## config.mk

```make
export PLATFORM = sky130hd
export DESIGN_NAME = pc_sequencer
export DESIGN_NICKNAME = d
export VERILOG_FILES = /design/src/rtl/pc_sequencer_pkg.sv /design/src/rtl/pc_sequencer_calc.sv /design/src/rtl/pc_sequencer.sv
export SDC_FILE = /design/constraint.sdc
export NUM_CORES = 1
export LEC_CHECK = 0
export ABC_AREA = 1
export ABC_CLOCK_PERIOD_IN_PS = 2800
export CORE_MARGIN = 3
export CORE_UTILIZATION = 40
export CTS_BUF_LIST = sky130_fd_sc_hd__clkbuf_4 sky130_fd_sc_hd__clkbuf_8
export DETAILED_ROUTE_END_ITERATION = 10
export MAX_ROUTING_LAYER = met4
export PLACE_DENSITY_LB_ADDON = 0.15
export SETUP_SLACK_MARGIN = 0.05
export SYNTH_ARGS = -nofsm -noshare
export SYNTH_HDL_FRONTEND = slang
export SYNTH_HIERARCHICAL = 1
export SYNTH_SLANG_ARGS = --single-unit
```

## constraint.sdc

```tcl
create_clock -name clk_in -period 2.8 [get_ports clk_in]
set_input_delay 0.28 -clock clk_in [delete_from_list [all_inputs] [get_ports clk_in]]
set_output_delay 0.28 -clock clk_in [all_outputs]
set_load 0.05 [all_outputs]
```

## src/rtl/pc_sequencer_pkg.sv

```systemverilog
// Shared encodings and defaults for the fetch PC sequencer and its datapath.
package pc_sequencer_pkg;

    localparam int unsigned DefaultXlen        = 32;
    localparam logic [31:0] DefaultResetVector = 32'h0000_0000;

    // Sequencer FSM state encoding
    localparam logic [1:0] StBoot  = 2'd0;
    localparam logic [1:0] StRun   = 2'd1;
    localparam logic [1:0] StStall = 2'd2;
    localparam logic [1:0] StHalt  = 2'd3;

    // Next-PC source select
    localparam logic [1:0] SrcSeq    = 2'd0;
    localparam logic [1:0] SrcOffset = 2'd1;
    localparam logic [1:0] SrcPred   = 2'd2;
    localparam logic [1:0] SrcTarget = 2'd3;

    // Decode a source select into one-hot datapath enables {target, offset, prediction}
    function automatic logic [2:0] src_enables(input logic [1:0] src);
        logic [2:0] en;
        en = 3'b000;
        unique case (src)
            SrcTarget: en = 3'b100;
            SrcOffset: en = 3'b010;
            SrcPred:   en = 3'b001;
            default:   en = 3'b000;
        endcase
        return en;
    endfunction

endpackage

```

## src/rtl/pc_sequencer_calc.sv

```systemverilog
// PC calculation datapath: picks the next fetch address from the enabled source,
// defaulting to the sequential current + 4. Pure combinational, wraps modulo 2^XLEN.
module pc_sequencer_calc
    import pc_sequencer_pkg::*;
#(
    parameter int unsigned XLEN = DefaultXlen
) (
    input  logic            offset_en,
    input  logic            target_en,
    input  logic            prediction_en,
    input  logic [XLEN-1:0] current,
    input  logic [XLEN-1:0] offset,
    input  logic [XLEN-1:0] target,
    input  logic [XLEN-1:0] prediction,
    output logic [XLEN-1:0] addr
);

    // Enables arrive one-hot; the priority order only matters if that is ever violated
    always_comb begin
        addr = current + XLEN'(4);
        if (target_en) begin
            addr = target;
        end else if (offset_en) begin
            addr = current + offset;
        end else if (prediction_en) begin
            addr = prediction;
        end
    end

endmodule

```

## src/rtl/pc_sequencer.sv

```systemverilog
// Fetch PC sequencer: owns the architectural fetch PC, arbitrates redirect sources
// (execute > decode jump > predictor > sequential) and hands one PC per cycle to fetch.
module pc_sequencer
    import pc_sequencer_pkg::*;
#(
    parameter int unsigned     XLEN         = DefaultXlen,
    parameter logic [XLEN-1:0] RESET_VECTOR = XLEN'(DefaultResetVector)
) (
    input  logic            clk_in,
    input  logic            rst_n_in,
    input  logic            halt_in,
    input  logic            fetch_ready_in,
    output logic            fetch_valid_out,
    output logic [XLEN-1:0] fetch_pc_out,
    output logic            fetch_pred_out,
    output logic            flush_out,
    output logic            misalign_out,
    input  logic            exe_redirect_in,
    input  logic [XLEN-1:0] exe_target_in,
    input  logic            dec_jump_in,
    input  logic [XLEN-1:0] dec_offset_in,
    input  logic            pred_taken_in,
    input  logic [XLEN-1:0] pred_target_in,
    output logic            calc_offset_en_out,
    output logic            calc_target_en_out,
    output logic            calc_prediction_en_out,
    output logic [XLEN-1:0] calc_current_out,
    output logic [XLEN-1:0] calc_offset_out,
    output logic [XLEN-1:0] calc_target_out,
    output logic [XLEN-1:0] calc_prediction_out
);

    logic [1:0]      state_q, state_d;
    logic [XLEN-1:0] pc_q;
    logic            pred_q, flush_q, misalign_q;
    logic            valid, handshake, exe_take, update;
    logic [1:0]      src;
    logic [XLEN-1:0] calc_addr;

    assign valid     = (state_q == StRun) || (state_q == StStall);
    assign handshake = valid && fetch_ready_in;
    // Execute redirects are honoured in every state but BOOT, even with no handshake
    assign exe_take  = exe_redirect_in && (state_q != StBoot);
    assign update    = exe_take || handshake;

    // Fixed-priority source pick; losing requests are dropped, not buffered
    always_comb begin
        src = SrcSeq;
        if (exe_take) begin
            src = SrcTarget;
        end else if (handshake && dec_jump_in) begin
            src = SrcOffset;
        end else if (handshake && pred_taken_in) begin
            src = SrcPred;
        end
    end

    assign {calc_target_en_out, calc_offset_en_out, calc_prediction_en_out} = src_enables(src);

    assign calc_current_out    = pc_q;
    assign calc_offset_out     = dec_offset_in;
    assign calc_target_out     = exe_target_in;
    assign calc_prediction_out = pred_target_in;

    pc_sequencer_calc #(
        .XLEN(XLEN)
    ) u_calc (
        .offset_en     (calc_offset_en_out),
        .target_en     (calc_target_en_out),
        .prediction_en (calc_prediction_en_out),
        .current       (calc_current_out),
        .offset        (calc_offset_out),
        .target        (calc_target_out),
        .prediction    (calc_prediction_out),
        .addr          (calc_addr)
    );

    // Next-state logic; execute redirects never change state, only the PC
    always_comb begin
        state_d = state_q;
        unique case (state_q)
            StBoot: state_d = StRun;
            StRun, StStall: begin
                if (handshake) begin
                    state_d = halt_in ? StHalt : StRun;
                end else begin
                    state_d = StStall;
                end
            end
            StHalt: begin
                if (!halt_in) begin
                    state_d = StRun;
                end
            end
            default: state_d = StBoot;
        endcase
    end

    // FSM state register
    always_ff @(posedge clk_in or negedge rst_n_in) begin
        if (!rst_n_in) begin
            state_q <= StBoot;
        end else begin
            state_q <= state_d;
        end
    end

    // PC and status flags; low address bits are always cleared on load
    always_ff @(posedge clk_in or negedge rst_n_in) begin
        if (!rst_n_in) begin
            pc_q       <= RESET_VECTOR;
            pred_q     <= 1'b0;
            flush_q    <= 1'b0;
            misalign_q <= 1'b0;
        end else begin
            flush_q    <= exe_take;
            misalign_q <= update && (calc_addr[1:0] != 2'b00);
            if (update) begin
                pc_q   <= {calc_addr[XLEN-1:2], 2'b00};
                pred_q <= (src == SrcPred);
            end
        end
    end

    assign fetch_valid_out = valid;
    assign fetch_pc_out    = pc_q;
    assign fetch_pred_out  = pred_q;
    assign flush_out       = flush_q;
    assign misalign_out    = misalign_q;

endmodule
```

==> results.yml <==
outcome:
  outcome: "finished clean"
placed_design:
  port_buffers: 265
  pre_cts_ws_ps: 336
  gp_congestion: 1.03
  place_inst: 1549
  dp_hpwl_mm: 21.3
yosys:
  postSynthAreaPerCell_sq_um: 5.55
  ys_types: 36
  synthFlopType: "dfrtp_1"
  async_reset_ff_frac: 1.00
  seq_area_frac_synth: 0.133
  yosysWarnings: 6
  syn-cell-area_sq_mm: 0.00659
  synth_top_area_frac: 0.218
  ys_ff_latch: 35
  synth_edf_count: 0
  yosysTopAreaCell: "nand2_1"
  synth_area_leaders: "nand2_1 22%, buf_4 15%, dfrtp_1 13%"
  syn_inst: 1187
setup_path:
  path_buf_inv: 0
  cp_data_required_time_ps: 3050
  start_kind: "flip-flop"
  slowest_stage: "dfrtp_1"
  end_kind: "flip-flop"
  worstPathCellList: "ha_1 > nand2_1 > nor2_1 > nand3_1 > nand3_1 > nand2_1 > nand3b_1 > nand3_1 > a21oi_1 > nand2_1 > nand2_1"
  worst_ep_arrival_time_ps: 2610
  cp_top_family: "simple AND/OR/NAND/NOR gates"
  path_class: "reg -> reg"
  worstPathMaxFanout: 7
  max_stage_delay_ps: 510
  cp_common_cell: "nand2_1"
run:
  drv_cap: 0
power:
  p_per_area_mw_per_mm2: 1120
  irDropWorstVdd_v: 0.000624
  p_leak_nw: 4.42
global_route:
  globalRoute.totalOverflow: 0
  use_met2: 0.476
  antenna_found_initial: 0
  met3_usage: 0.0413
  grt_pass1_wl_mm: 39.7
  grtUsageMet1: 0.360
  grt_max_degree: 36
  grt_pass1_vias: 7311
  grtUsageTotal: 0.286
  busiest_layer: "met2"
floorplanning:
  row_count: 46
  io_pins: 270
  dieWidth_um: 134
  start_util: 0.412
  core_area_sq_mm: 0.0160
  die_y_um: 134
  fp.dieArea_sq_mm: 0.0181
finish:
  drive_gt1_frac: 0.0507
  final_cell_mix: "383 x nand2_1, 262 x clkdlybuf4s50_1, 160 x nor2_1"
  final_common_cell: "nand2_1"
  layoutNonFillerInstCount: 1557
  area_growth_pct: 33.5
  layout.nets: 1478
  fillers: 1712
  diodes: 0
  finalCoreUtilization: 0.550
sta:
  setup_viol: 0
  finalCritPeriodShare: 0.843
  setup_tns_ps: 0
  fmax_ghz: 0.424
  fin_crit_ps: 2360
  slew-limit-headroom: 0.421
  setup_slack_ps: 441
  report.final.slew_viol_count: 0
  hold_viol: 0
  skew_ps: 7.62
  worst_pin_slew_ps: 869
  rsz0062_at_grt: "false"
clock_network:
  clk_pin_slew_ps: 80
  cts_root_buffer: "clkbuf_8"
  h-tree-depth: 2
  clockBufferDepth: 2
  cts_buffers: 5
  clk_latency_ps: 300
  ctsHoldBuffers: 0
  cts_sinks: 35
  cts_setup_buffers: 0
  cts_resized: 0
  cts_tree: "done"
hold_path:
  hold_class: "in -> async"
detailed_routing:
  drt-initial-drc-count: 710
  num_vias: 7833
  via_per_inst: 5.03
  drc: 0
  route.final.wire_length_mm: 25.9
  wl_per_cell_um: 16.7
  ant_nets: 0
  first_pass_iters: 6
[synth_stat cells (3+ instances only)]
master and count:
nand2_4 4, clkbuf_1 11, nor2_1 162, nand3_1 98
dfrtp_1 35, xor2_1 12, nand2_2 6, xnor2_1 4
a21oi_1 71, nor3_1 4, buf_2 12, ha_1 34
inv_2 3, nand3b_1 16, buf_4 130, o21ai_0 27
a31oi_1 9, buf_6 4, inv_1 136, nor2_2 5
nand2_1 383
[layout make-up]
cell class	instances	area (sq um)	area share
well taps	216	270	0.0307
multi-input cells	861	4100	0.466
clock buffers	6	82.6	0.00939
repair buffers	297	2910	0.330
clock inverters	2	35.0	0.00398
flip-flops and latches	35	876	0.0995
inverters	140	526	0.0597
[flip-flops by register name, summed over array words and instances (netlist names)]
name and count:
state_q 2, fetch_pred_out 1, calc_current_out 30, misalign_out 1, flush_out 1
[final timing paths]
check                               startpoint              endpoint  slack (ps)  cells after the start
min reg2reg                     fetch_pred_out        fetch_pred_out         510                      2
max                        calc_current_out[8]  calc_current_out[20]         440                     11
max in group asynchronous             rst_n_in  calc_current_out[17]        2170                      1
max reg2reg                calc_current_out[8]  calc_current_out[20]         440                     11
min                                   rst_n_in            state_q[1]          80                      1
min in group clk_in             fetch_pred_out        fetch_pred_out         510                      2
[metal layers]
layer  wire length, um  share of wire  vias up
met1             10600           0.41     3448
li1                  -              -     3898
met4               929          0.036        0
met3              2320          0.089       53
met5                 0              0        -
met2             12000           0.46      434
[power breakdown]
group / internal, mW / leakage, nW / switching, mW
clock network: 0.289 / 0.0612 / 0.214
registers: 0.760 / 0.423 / 0.421
logic: 2.66 / 3.94 / 5.53
[kinds of logic (layout without fill, tap and decap cells)]
group / Yosys count / in the layout / share of synthesized area
and+or+nand+nor: 689 / 689 / 0.438
DFF: 35 / 35 / 0.133
other: 1 / 9 / 0.000569
adders and majority gates: 35 / 35 / 0.0676
AOI/OAI and AO/OA: 112 / 112 / 0.0885
buffers and inverters: 299 / 445 / 0.251
xor gates and xnor gates: 16 / 16 / 0.0213
[metrics by stage]
step	area (sq um)	power, mW	hold slack, ps
after floorplan	6630	6.88	-15.6
after global placement	8680	9.24	430
after detailed placement	8680	9.28	435
after CTS	8800	9.80	106
after global routing	8800	10.6	148
final	8800	9.87	83.0
[worst register-to-register path: stages (launching register included)]
cell and delay, ps:
dfrtp_1 510, ha_1 410, nand2_1 120, nor2_1 230, nand3_1 110, nand3_1 200
nand2_1 110, nand3b_1 100, nand3_1 170, a21oi_1 210, nand2_1 80, nand2_1 70
Power figures use the tool's default switching activity.
